$ cat src/rtl/exe_ctrl_pkg.sv
// exe_ctrl_pkg
// Shared encodings for the MIPS execute-stage sequencer:
//   - opcode / R-type funct values the decoder recognises
//   - ALU operation codes driven on alu_control
//   - sequencer state enumeration
package exe_ctrl_pkg;

    // Primary opcodes (instruction[31:26])
    localparam logic [5:0] OP_RTYPE = 6'h00;
    localparam logic [5:0] OP_BEQ   = 6'h04;
    localparam logic [5:0] OP_ADDI  = 6'h08;
    localparam logic [5:0] OP_ANDI  = 6'h0C;
    localparam logic [5:0] OP_ORI   = 6'h0D;
    localparam logic [5:0] OP_LW    = 6'h23;
    localparam logic [5:0] OP_SW    = 6'h2B;

    // R-type function codes (instruction[5:0])
    localparam logic [5:0] FN_ADD   = 6'h20;
    localparam logic [5:0] FN_ADDU  = 6'h21;
    localparam logic [5:0] FN_SUB   = 6'h22;
    localparam logic [5:0] FN_AND   = 6'h24;
    localparam logic [5:0] FN_OR    = 6'h25;
    localparam logic [5:0] FN_NOR   = 6'h27;

    // ALU operation codes
    localparam logic [3:0] ALU_ADD  = 4'b0000;
    localparam logic [3:0] ALU_AND  = 4'b0001;
    localparam logic [3:0] ALU_OR   = 4'b0010;
    localparam logic [3:0] ALU_NOR  = 4'b0011;
    localparam logic [3:0] ALU_ADDU = 4'b0100;
    localparam logic [3:0] ALU_SUB  = 4'b0101;

    // Sequencer states
    typedef enum logic [1:0] {
        IDLE    = 2'd0,
        EXEC    = 2'd1,
        BR_WAIT = 2'd2,
        BR_DONE = 2'd3
    } state_t;

endpackage

$ cat src/rtl/exe_decode.sv
// exe_decode
// Purely combinational instruction decoder for the execute stage.
// Ports:
//   opcode, funct      in   instruction[31:26] and instruction[5:0]
//   alu_control        out  ALU operation code
//   alu_src            out  1 = immediate operand, 0 = read data 2
//   reg_dst            out  1 = rd, 0 = rt
//   reg_write          out  writeback enable
//   mem_read/mem_write out  memory enables
//   is_branch          out  instruction is beq
//   illegal            out  encoding not supported (all other outputs 0)
module exe_decode
    import exe_ctrl_pkg::*;
(
    input  logic [5:0] opcode,
    input  logic [5:0] funct,
    output logic [3:0] alu_control,
    output logic       alu_src,
    output logic       reg_dst,
    output logic       reg_write,
    output logic       mem_read,
    output logic       mem_write,
    output logic       is_branch,
    output logic       illegal
);

    // Opcode/funct table; unsupported encodings leave every control at 0.
    always_comb begin
        alu_control = ALU_ADD;
        alu_src     = 1'b0;
        reg_dst     = 1'b0;
        reg_write   = 1'b0;
        mem_read    = 1'b0;
        mem_write   = 1'b0;
        is_branch   = 1'b0;
        illegal     = 1'b0;
        case (opcode)
            OP_RTYPE: begin
                reg_dst   = 1'b1;
                reg_write = 1'b1;
                case (funct)
                    FN_ADD:  alu_control = ALU_ADD;
                    FN_AND:  alu_control = ALU_AND;
                    FN_OR:   alu_control = ALU_OR;
                    FN_NOR:  alu_control = ALU_NOR;
                    FN_ADDU: alu_control = ALU_ADDU;
                    FN_SUB:  alu_control = ALU_SUB;
                    default: begin
                        // Unknown funct: retract the R-type defaults too.
                        reg_dst   = 1'b0;
                        reg_write = 1'b0;
                        illegal   = 1'b1;
                    end
                endcase
            end
            OP_ADDI: begin
                alu_control = ALU_ADD;
                alu_src     = 1'b1;
                reg_write   = 1'b1;
            end
            OP_ANDI: begin
                alu_control = ALU_AND;
                alu_src     = 1'b1;
                reg_write   = 1'b1;
            end
            OP_ORI: begin
                alu_control = ALU_OR;
                alu_src     = 1'b1;
                reg_write   = 1'b1;
            end
            OP_LW: begin
                alu_control = ALU_ADD;
                alu_src     = 1'b1;
                mem_read    = 1'b1;
                reg_write   = 1'b1;
            end
            OP_SW: begin
                alu_control = ALU_ADD;
                alu_src     = 1'b1;
                mem_write   = 1'b1;
            end
            OP_BEQ: begin
                alu_control = ALU_SUB;
                is_branch   = 1'b1;
            end
            default: begin
                illegal = 1'b1;
            end
        endcase
    end

endmodule

$ cat src/rtl/exe_ctrl.sv
// exe_ctrl
// Execute-stage sequencer: accepts one decoded instruction per handshake,
// holds its controls while the ALU works, waits one extra cycle for the
// registered branch flag on beq, then hands off to EX/MEM.
// Ports:
//   clk, rst_n                 clock, async active-low reset
//   in_valid / in_ready        ID/EX handshake
//   opcode, funct              instruction fields
//   zero_flag                  registered branch flag from the datapath
//   out_valid / out_ready      EX/MEM handshake
//   alu_src, alu_control, reg_dst, alu_enable   EXE datapath controls
//   reg_write, mem_read, mem_write              downstream enables
//   branch_taken, flush        branch resolution and IF/ID squash pulse
//   illegal                    one-cycle pulse on unsupported encoding
//   retired_cnt, taken_cnt     wrapping event counters
module exe_ctrl
    import exe_ctrl_pkg::*;
#(
    parameter int CNT_W = 16
) (
    input  logic             clk,
    input  logic             rst_n,
    input  logic             in_valid,
    output logic             in_ready,
    input  logic [5:0]       opcode,
    input  logic [5:0]       funct,
    input  logic             zero_flag,
    output logic             out_valid,
    input  logic             out_ready,
    output logic             alu_src,
    output logic [3:0]       alu_control,
    output logic             reg_dst,
    output logic             alu_enable,
    output logic             reg_write,
    output logic             mem_read,
    output logic             mem_write,
    output logic             branch_taken,
    output logic             flush,
    output logic             illegal,
    output logic [CNT_W-1:0] retired_cnt,
    output logic [CNT_W-1:0] taken_cnt
);

    // Decoder outputs for the instruction currently on the input
    logic [3:0] dec_alu_control_s;
    logic       dec_alu_src_s;
    logic       dec_reg_dst_s;
    logic       dec_reg_write_s;
    logic       dec_mem_read_s;
    logic       dec_mem_write_s;
    logic       dec_is_branch_s;
    logic       dec_illegal_s;

    state_t     state_r;
    state_t     next_state_s;
    logic       armed_r;
    logic       in_ready_s;
    logic       accept_s;
    logic       handshake_s;
    logic       load_s;
    logic       retire_s;

    logic [3:0] alu_control_r;
    logic       alu_src_r;
    logic       reg_dst_r;
    logic       reg_write_r;
    logic       mem_read_r;
    logic       mem_write_r;
    logic       out_valid_r;
    logic       alu_enable_r;
    logic       branch_taken_r;
    logic       illegal_r;
    logic [CNT_W-1:0] retired_cnt_r;
    logic [CNT_W-1:0] taken_cnt_r;

    exe_decode u_decode (
        .opcode      (opcode),
        .funct       (funct),
        .alu_control (dec_alu_control_s),
        .alu_src     (dec_alu_src_s),
        .reg_dst     (dec_reg_dst_s),
        .reg_write   (dec_reg_write_s),
        .mem_read    (dec_mem_read_s),
        .mem_write   (dec_mem_write_s),
        .is_branch   (dec_is_branch_s),
        .illegal     (dec_illegal_s)
    );

    // armed_r keeps in_ready low while reset is asserted and for the first
    // edge after release, so every output reads 0 during reset.
    assign in_ready_s  = armed_r && ((state_r == IDLE) ||
                                     ((state_r == EXEC) && out_ready));
    assign accept_s    = in_valid && in_ready_s;
    assign handshake_s = out_valid_r && out_ready;
    assign retire_s    = handshake_s;

    // Next-state logic; also decides when the holding register loads.
    always_comb begin
        next_state_s = state_r;
        load_s       = 1'b0;
        case (state_r)
            IDLE: begin
                if (accept_s && !dec_illegal_s) begin
                    load_s       = 1'b1;
                    next_state_s = dec_is_branch_s ? BR_WAIT : EXEC;
                end else begin
                    next_state_s = IDLE;
                end
            end
            EXEC: begin
                if (handshake_s) begin
                    // in_ready mirrors out_ready here, so accept implies retire.
                    if (accept_s && !dec_illegal_s) begin
                        load_s       = 1'b1;
                        next_state_s = dec_is_branch_s ? BR_WAIT : EXEC;
                    end else begin
                        next_state_s = IDLE;
                    end
                end else begin
                    next_state_s = EXEC;
                end
            end
            BR_WAIT: begin
                next_state_s = BR_DONE;
            end
            BR_DONE: begin
                if (handshake_s) begin
                    next_state_s = IDLE;
                end else begin
                    next_state_s = BR_DONE;
                end
            end
            default: begin
                next_state_s = IDLE;
            end
        endcase
    end

    // State register and post-reset arming flag.
    always_ff @(posedge clk or negedge rst_n) begin
        if (!rst_n) begin
            state_r <= IDLE;
            armed_r <= 1'b0;
        end else begin
            state_r <= next_state_s;
            armed_r <= 1'b1;
        end
    end

    // Holding register for the decoded controls; cleared whenever idle so
    // downstream enables never linger after a retire.
    always_ff @(posedge clk or negedge rst_n) begin
        if (!rst_n) begin
            alu_control_r <= ALU_ADD;
            alu_src_r     <= 1'b0;
            reg_dst_r     <= 1'b0;
            reg_write_r   <= 1'b0;
            mem_read_r    <= 1'b0;
            mem_write_r   <= 1'b0;
        end else if (load_s) begin
            alu_control_r <= dec_alu_control_s;
            alu_src_r     <= dec_alu_src_s;
            reg_dst_r     <= dec_reg_dst_s;
            reg_write_r   <= dec_reg_write_s;
            mem_read_r    <= dec_mem_read_s;
            mem_write_r   <= dec_mem_write_s;
        end else if (next_state_s == IDLE) begin
            alu_control_r <= ALU_ADD;
            alu_src_r     <= 1'b0;
            reg_dst_r     <= 1'b0;
            reg_write_r   <= 1'b0;
            mem_read_r    <= 1'b0;
            mem_write_r   <= 1'b0;
        end else begin
            alu_control_r <= alu_control_r;
            alu_src_r     <= alu_src_r;
            reg_dst_r     <= reg_dst_r;
            reg_write_r   <= reg_write_r;
            mem_read_r    <= mem_read_r;
            mem_write_r   <= mem_write_r;
        end
    end

    // Registered status outputs derived from the upcoming state.
    always_ff @(posedge clk or negedge rst_n) begin
        if (!rst_n) begin
            out_valid_r  <= 1'b0;
            alu_enable_r <= 1'b0;
            illegal_r    <= 1'b0;
        end else begin
            out_valid_r  <= (next_state_s == EXEC) || (next_state_s == BR_DONE);
            alu_enable_r <= (next_state_s != IDLE);
            illegal_r    <= accept_s && dec_illegal_s;
        end
    end

    // Branch outcome: sampled once on the BR_WAIT->BR_DONE edge (the first
    // cycle zero_flag is valid) and frozen until the branch leaves BR_DONE.
    always_ff @(posedge clk or negedge rst_n) begin
        if (!rst_n) begin
            branch_taken_r <= 1'b0;
        end else if (state_r == BR_WAIT) begin
            branch_taken_r <= zero_flag;
        end else if (next_state_s != BR_DONE) begin
            branch_taken_r <= 1'b0;
        end else begin
            branch_taken_r <= branch_taken_r;
        end
    end

    // Retire and taken-branch counters, wrapping naturally at 2^CNT_W.
    always_ff @(posedge clk or negedge rst_n) begin
        if (!rst_n) begin
            retired_cnt_r <= {CNT_W{1'b0}};
            taken_cnt_r   <= {CNT_W{1'b0}};
        end else begin
            if (retire_s) begin
                retired_cnt_r <= retired_cnt_r + {{(CNT_W-1){1'b0}}, 1'b1};
            end else begin
                retired_cnt_r <= retired_cnt_r;
            end
            if (retire_s && (state_r == BR_DONE) && branch_taken_r) begin
                taken_cnt_r <= taken_cnt_r + {{(CNT_W-1){1'b0}}, 1'b1};
            end else begin
                taken_cnt_r <= taken_cnt_r;
            end
        end
    end

    assign in_ready     = in_ready_s;
    assign out_valid    = out_valid_r;
    assign alu_src      = alu_src_r;
    assign alu_control  = alu_control_r;
    assign reg_dst      = reg_dst_r;
    assign alu_enable   = alu_enable_r;
    assign reg_write    = reg_write_r;
    assign mem_read     = mem_read_r;
    assign mem_write    = mem_write_r;
    assign branch_taken = branch_taken_r;
    // flush must coincide with the handshake, so it follows out_ready directly.
    assign flush        = handshake_s && (state_r == BR_DONE) && branch_taken_r;
    assign illegal      = illegal_r;
    assign retired_cnt  = retired_cnt_r;
    assign taken_cnt    = taken_cnt_r;

endmodule
$ cat config.mk
export PLATFORM = sky130hd
export DESIGN_NAME = exe_ctrl
export DESIGN_NICKNAME = d
export VERILOG_FILES = /design/src/rtl/exe_ctrl_pkg.sv /design/src/rtl/exe_decode.sv /design/src/rtl/exe_ctrl.sv
export SDC_FILE = /design/constraint.sdc
export NUM_CORES = 1
export LEC_CHECK = 0
export CAP_MARGIN = 10
export CORE_UTILIZATION = 51
export CTS_CLUSTER_SIZE = 12
export DETAILED_ROUTE_END_ITERATION = 8
export PLACE_DENSITY_LB_ADDON = 0.3
export RECOVER_POWER = 100
export SLEW_MARGIN = 20
export SYNTH_ARGS = -nofsm -noshare
export SYNTH_HDL_FRONTEND = slang
export SYNTH_SLANG_ARGS = --single-unit
$ cat constraint.sdc
create_clock -name clk -period 2.6 [get_ports clk]
set_input_delay 0.78 -clock clk [delete_from_list [all_inputs] [get_ports clk]]
set_output_delay 0.78 -clock clk [all_outputs]
set_load 0.02 [all_outputs]
======== After elaboration in Yosys (flattened, before gate mapping) ========
Cells that the tools add are included.
word-level totals
  word-level logic and storage cells ...... 84
  bits in registers ....................... 48
  input bits .............................. 17
cells by class
  reduce and logical (&&, ||, !) cells .... 21
  add/subtract/negate cells ............... 2
  eq/ne operators ......................... 18
  mux-type cells .......................... 29
operators by type and width
  cell                                                  count
  equality test 6 bit (second input constant)           8
  adder 16 x 1 -> 16 bit (second input constant)        2
  equality test 6 x 4 -> 1 bit (second input constant)  3
  two-way mux 1 bit                                     17
  one-hot mux 4 bit (4 select lines)                    1
  one-hot mux 3 bit (5 select lines)                    1
  OR reduction 6 bit                                    2
  logical AND 1 bit                                     8
  two-way mux 2 bit                                     4
  two-way mux 4 bit                                     2
  one-hot mux 2 bit (4 select lines)                    1
  equality test 2 bit (second input constant)           3
  equality test 6 x 3 -> 1 bit (second input constant)  1
  logical NOT 6 bit                                     1
  one-hot mux 1 bit (2 select lines)                    3
  nonzero test 2 bit                                    3
  OR reduction 5 bit                                    1
  equality test 2 x 1 -> 1 bit (second input constant)  2
  logical NOT 2 bit                                     2
  OR reduction 4 bit                                    1
  logical OR 1 bit                                      2
  != test 2 bit (second input constant)                 1
  logical NOT 1 bit                                     1

======== Depth between registers and ports, before layout ========
  depth after elaboration ................. 12
  mapped depth ............................ 6
  mapped depth without buffers ............ 5

======== By module ========
A second synthesis with hierarchy kept.
second synthesis, totals
  cells, all modules ...................... 212
  area, all modules ....................... 2312.2 um^2
modules (own cells, without submodules)
  module      seq. area each (um^2)  times used  cells an instance  area an instance (um^2)
  exe_ctrl    1201.2                 1           169                2058.2
  exe_decode  0.0                    1           43                 254.0

======== Worst setup path before layout ========
Ideal clock, no wire load.
  kind .................................... input to output
  start ................................... input port out_ready
  end ..................................... output port flush
  path buffers ............................ 2
  arrival time ............................ 1.545 ns
  slack ................................... 0.275 ns
  cell stages on the path ................. 4
  required time ........................... 1.820 ns
  cells stage by stage .................... and2_1 clkbuf_1 and2_1 clkbuf_1
on the way
  longest elaborated chain between the ends .. 3
ends and longest elaborated chain
  what                             RTL line         source
  from (decl)                      exe_ctrl.sv:29   input logic out_ready,
  logical AND 1 bit                exe_ctrl.sv:94   assign handshake_s = out_valid_r && out_ready;
  logical AND 1 bit (2 in series)  exe_ctrl.sv:241  assign flush = handshake_s && (state_r == BR_DONE) && branch_taken_r;
  to (decl)                        exe_ctrl.sv:38   output logic flush,
Every way passes these cells.

======== Final worst setup path ========
  start ................................... input port out_ready
  end ..................................... output port in_ready
on the way
  longest elaborated chain between the ends .. 3
ends and longest elaborated chain
  what               RTL line        source
  logical AND 1 bit  exe_ctrl.sv:92  ((state_r == EXEC) && out_ready));
  logical OR 1 bit   exe_ctrl.sv:91  assign in_ready_s = armed_r && ((state_r == IDLE) ||
  logical AND 1 bit  exe_ctrl.sv:91
  to (decl)          exe_ctrl.sv:24  output logic in_ready,
Every way passes these cells.

==> impl_metrics.csv <==
group,metric,value,unit
route,dr_total_vias,1789,
critical_path,reg2reg_to,"alu_control[0]$_DFFE_PN0P_",
timing,rsz0062_at_grt,"false",
placed_design,dp_hpwl,3.566,mm
critical_path,r2r_setup_slack,750,ps
global_routing,grt_max_degree,30,
run,max-cap-violations,1,
floorplanning,io-pin-count,64,
status,failed_checks,"capacitance limit, slew limit",
min_path,holdCritPathClass,"flop to flop",
placed_design,gp_congestion,0.7913,
layout,final_cells,332,
critical_path,crit_required,1820,ps
route,antenna_left,0,
placed_design,dpl_worst_slack,-388.4,ps
timing,min_period,2511,ps
route,route.detailed.drc,0,
cts,clk_latency,300,ps
logic_synthesis,ys_ff_latch,47,
critical_path,reg2reg_depth,5,
layout,antenna_cells,0,
logic_synthesis,async_reset_ff_share,100.0,%
floorplanning,initial_core_util,54.29,%
route,dr.pass1.iters,4,
cts,hold_buffers,0,
placed_design,port_buffers,62,
global_routing,grt_pass1_wl,7.493,mm
pwr,vdd_drop_max,0.0006164,V
timing,hold_violations,0,
timing,drv_slew,30,
cts,cts_buffer_depth,2,
route,wl_per_cell,14.46,um
cts,cts_buffers,5,
cts,cts.clk_slew.worst_paths,90,ps
route,routed_wirelength,4.801,mm
logic_synthesis,synth_cell_type_count,41,
timing,max_slew_margin,-4.286,%
critical_path,worst-path-max-fanout,3,
timing,worst_slew_pin_slew,1564,ps
global_routing,grt_usage,22.16,%
timing,fin_ws,89.26,ps
floorplanning,core-area,4086,um2
critical_path,reg2reg_from,"state_r[0]$_DFF_PN0_",
global_routing,grt_overflow,0,
logic_synthesis,synth-edff-count,0,
logic_synthesis,synthFlopType,"dfrtp_1",
route,routed_via_density,5.389,
pwr,pwr_density_cell,569.2,nW/um2
global_routing,antenna_found_initial,0,
floorplanning,die_h,67.95,um
cts,cts.sinks,47,
timing,finalSetupViolations,0,
floorplanning,dieArea,4617,um2
timing,min_period_over_period,96.57,%
critical_path,crit_type,"primary input to output port",
logic_synthesis,postSynthCellCount,202,
cts,h-tree-depth,2,
logic_synthesis,yosysWarnings,0,
cts,clockRootBuffer,"clkbuf_8",
critical_path,critPathCaptureType,"output port",
layout,syn2layout_area_growth,37.11,%
placed_design,dp_cells,324,
global_routing,grt_pass1_vias,1625,
critical_path,crit_path_end,"in_ready",
logic_synthesis,syn_area,2218,um2
logic_synthesis,synth.avg_cell_area,10.98,um2
layout,utilization,74.43,%
logic_synthesis,ys_seq_area_share,53.02,%
timing,holdWs,469.0,ps
timing,fmaxAchievable,398.3,MHz
critical_path,worstSetupStartpointType,"primary input",
status,status,"finished, violations left",
route,first_iter_violations,154,
timing,tns,0,ps
cts,cts_tree,"done",
floorplanning,die_width,67.95,um
pwr,power_leakage,1.479,nW
critical_path,crit_path_start,"out_ready",
layout,nNetsFinal,300,
floorplanning,core.rowCount,23,
critical_path,worst_ep_arrival_time,1730,ps
layout,layout-drive-gt1-share,9.929,%
timing,skew,8.869,ps
logic_synthesis,synthesis.nets,221,
## critical path, stage by stage
cell             delay (ps)
clkdlybuf4s50_1         500
nor2b_1                  80
nor3b_2                 170
clkbuf_2                200
## through the flow
| stage | power (mW) | area, um2 |
|---|---|---|
| 6_report | 1.731 | 3042 |
| 5_1_grt | 1.818 | 3042 |
| 4_1_cts | 1.762 | 3058 |
| 3_5_place_dp | 1.324 | 2980 |
| 3_3_place_gp | 1.311 | 2980 |
| 2_1_floorplan | 1.107 | 2218 |
## state kept, by name, summed over array words and instances (netlist names), 2 cells and up
register and cells:
state_r 2, alu_control 3, retired_cnt 16, taken_cnt 16
## final cells by class
cell class,count,area [um2]
Timing Repair Buffer,78,711.9
Tap cell,50,62.56
Clock buffer,5,68.82
Inverter,4,15.01
Fill cell,310,1045
Multi-Input combinational cell,145,988.4
Sequential cell,47,1176
Clock inverter,3,18.77
## logic make-up after synthesis
family / count (synthesis) / share of synthesized area, %
AOI/OAI and AO/OA: 26 / 9.250
xor gates and xnor gates: 32 / 12.63
adders and majority gates: 2 / 1.128
buffers and inverters: 10 / 2.313
DFF: 47 / 53.02
muxes: 2 / 0.9588
other: 2 / 0.3385
and+or+nand+nor: 81 / 20.36
## worst min-delay path by stage
stage	start	endpoint	slack (ps)	depth (start not counted)
after floorplan	rst_n	alu_control[0]$_DFFE_PN0P_	480	0
after global placement	retired_cnt[15]$_DFFE_PN0P_	retired_cnt[15]$_DFFE_PN0P_	460	1
after detailed placement	retired_cnt[15]$_DFFE_PN0P_	retired_cnt[15]$_DFFE_PN0P_	460	1
after CTS	retired_cnt[15]$_DFFE_PN0P_	retired_cnt[15]$_DFFE_PN0P_	480	1
after global routing	taken_cnt[15]$_DFFE_PN0P_	taken_cnt[15]$_DFFE_PN0P_	510	1
final	retired_cnt[15]$_DFFE_PN0P_	retired_cnt[15]$_DFFE_PN0P_	470	1
## repair_timing
action                                  4_1_cts  5_1_grt
endpoints found under the setup margin        2        2
gates resized for setup                       9        3
setup buffers                                 0        0
## routing by layer
layer | vias up | track usage [%] | part of all wire, %
li1 | 866 | - | -
met1 | 866 | 29.06 | 45
met2 | 51 | 35.78 | 50
met3 | 6 | 5.000 | 4.1
met4 | 0 | 7.813 | 0.96
met5 | - | 0 | 0
## power breakdown
part	internal [mW]	total, mW	switching [mW]
clock	0.190	0.444	0.254
sequential	0.793	0.877	0.0832
combinational	0.188	0.411	0.223
## synthesized netlist by cell type, types with 2 or more instances
library cell  number  share of area, %
a22o_1             4               1.6
or3_4              2               1.0
inv_1              4              0.68
nand2_1           15               2.5
nand3_1           17               3.8
and3_1             6               1.7
nor2_1            13               2.2
xor2_1            11               4.3
nor3_1             4              0.90
buf_2              2              0.45
xnor2_1           21               8.3
nor3b_1            2              0.68
conb_1             2              0.34
ha_1               2               1.1
a21oi_1            7               1.6
clkbuf_1           2              0.34
o21bai_1           2              0.68
dfrtp_1           47                53
and2_1             2              0.56
nand4_1            7               2.0
a32o_1             4               1.8
and4_1             3               1.2
nor2b_1            2              0.56
nand2b_1           4               1.1
## cells in the final DEF, fill, tap and decap left out, types with 3 or more instances in the layout
master / count
and3_1: 6
xnor2_1: 21
nor2_1: 13
nand4_1: 7
clkbuf_1: 5
a21oi_1: 7
nand2b_1: 4
clkbuf_8: 5
nor3_1: 4
dfrtp_1: 47
nand3_1: 17
xor2_1: 11
inv_1: 4
dlygate4sd3_1: 44
buf_4: 11
nand2_1: 15
a22o_1: 4
and4_1: 3
a32o_1: 4
clkdlybuf4s50_1: 15
(Power assumes the default switching activity.)
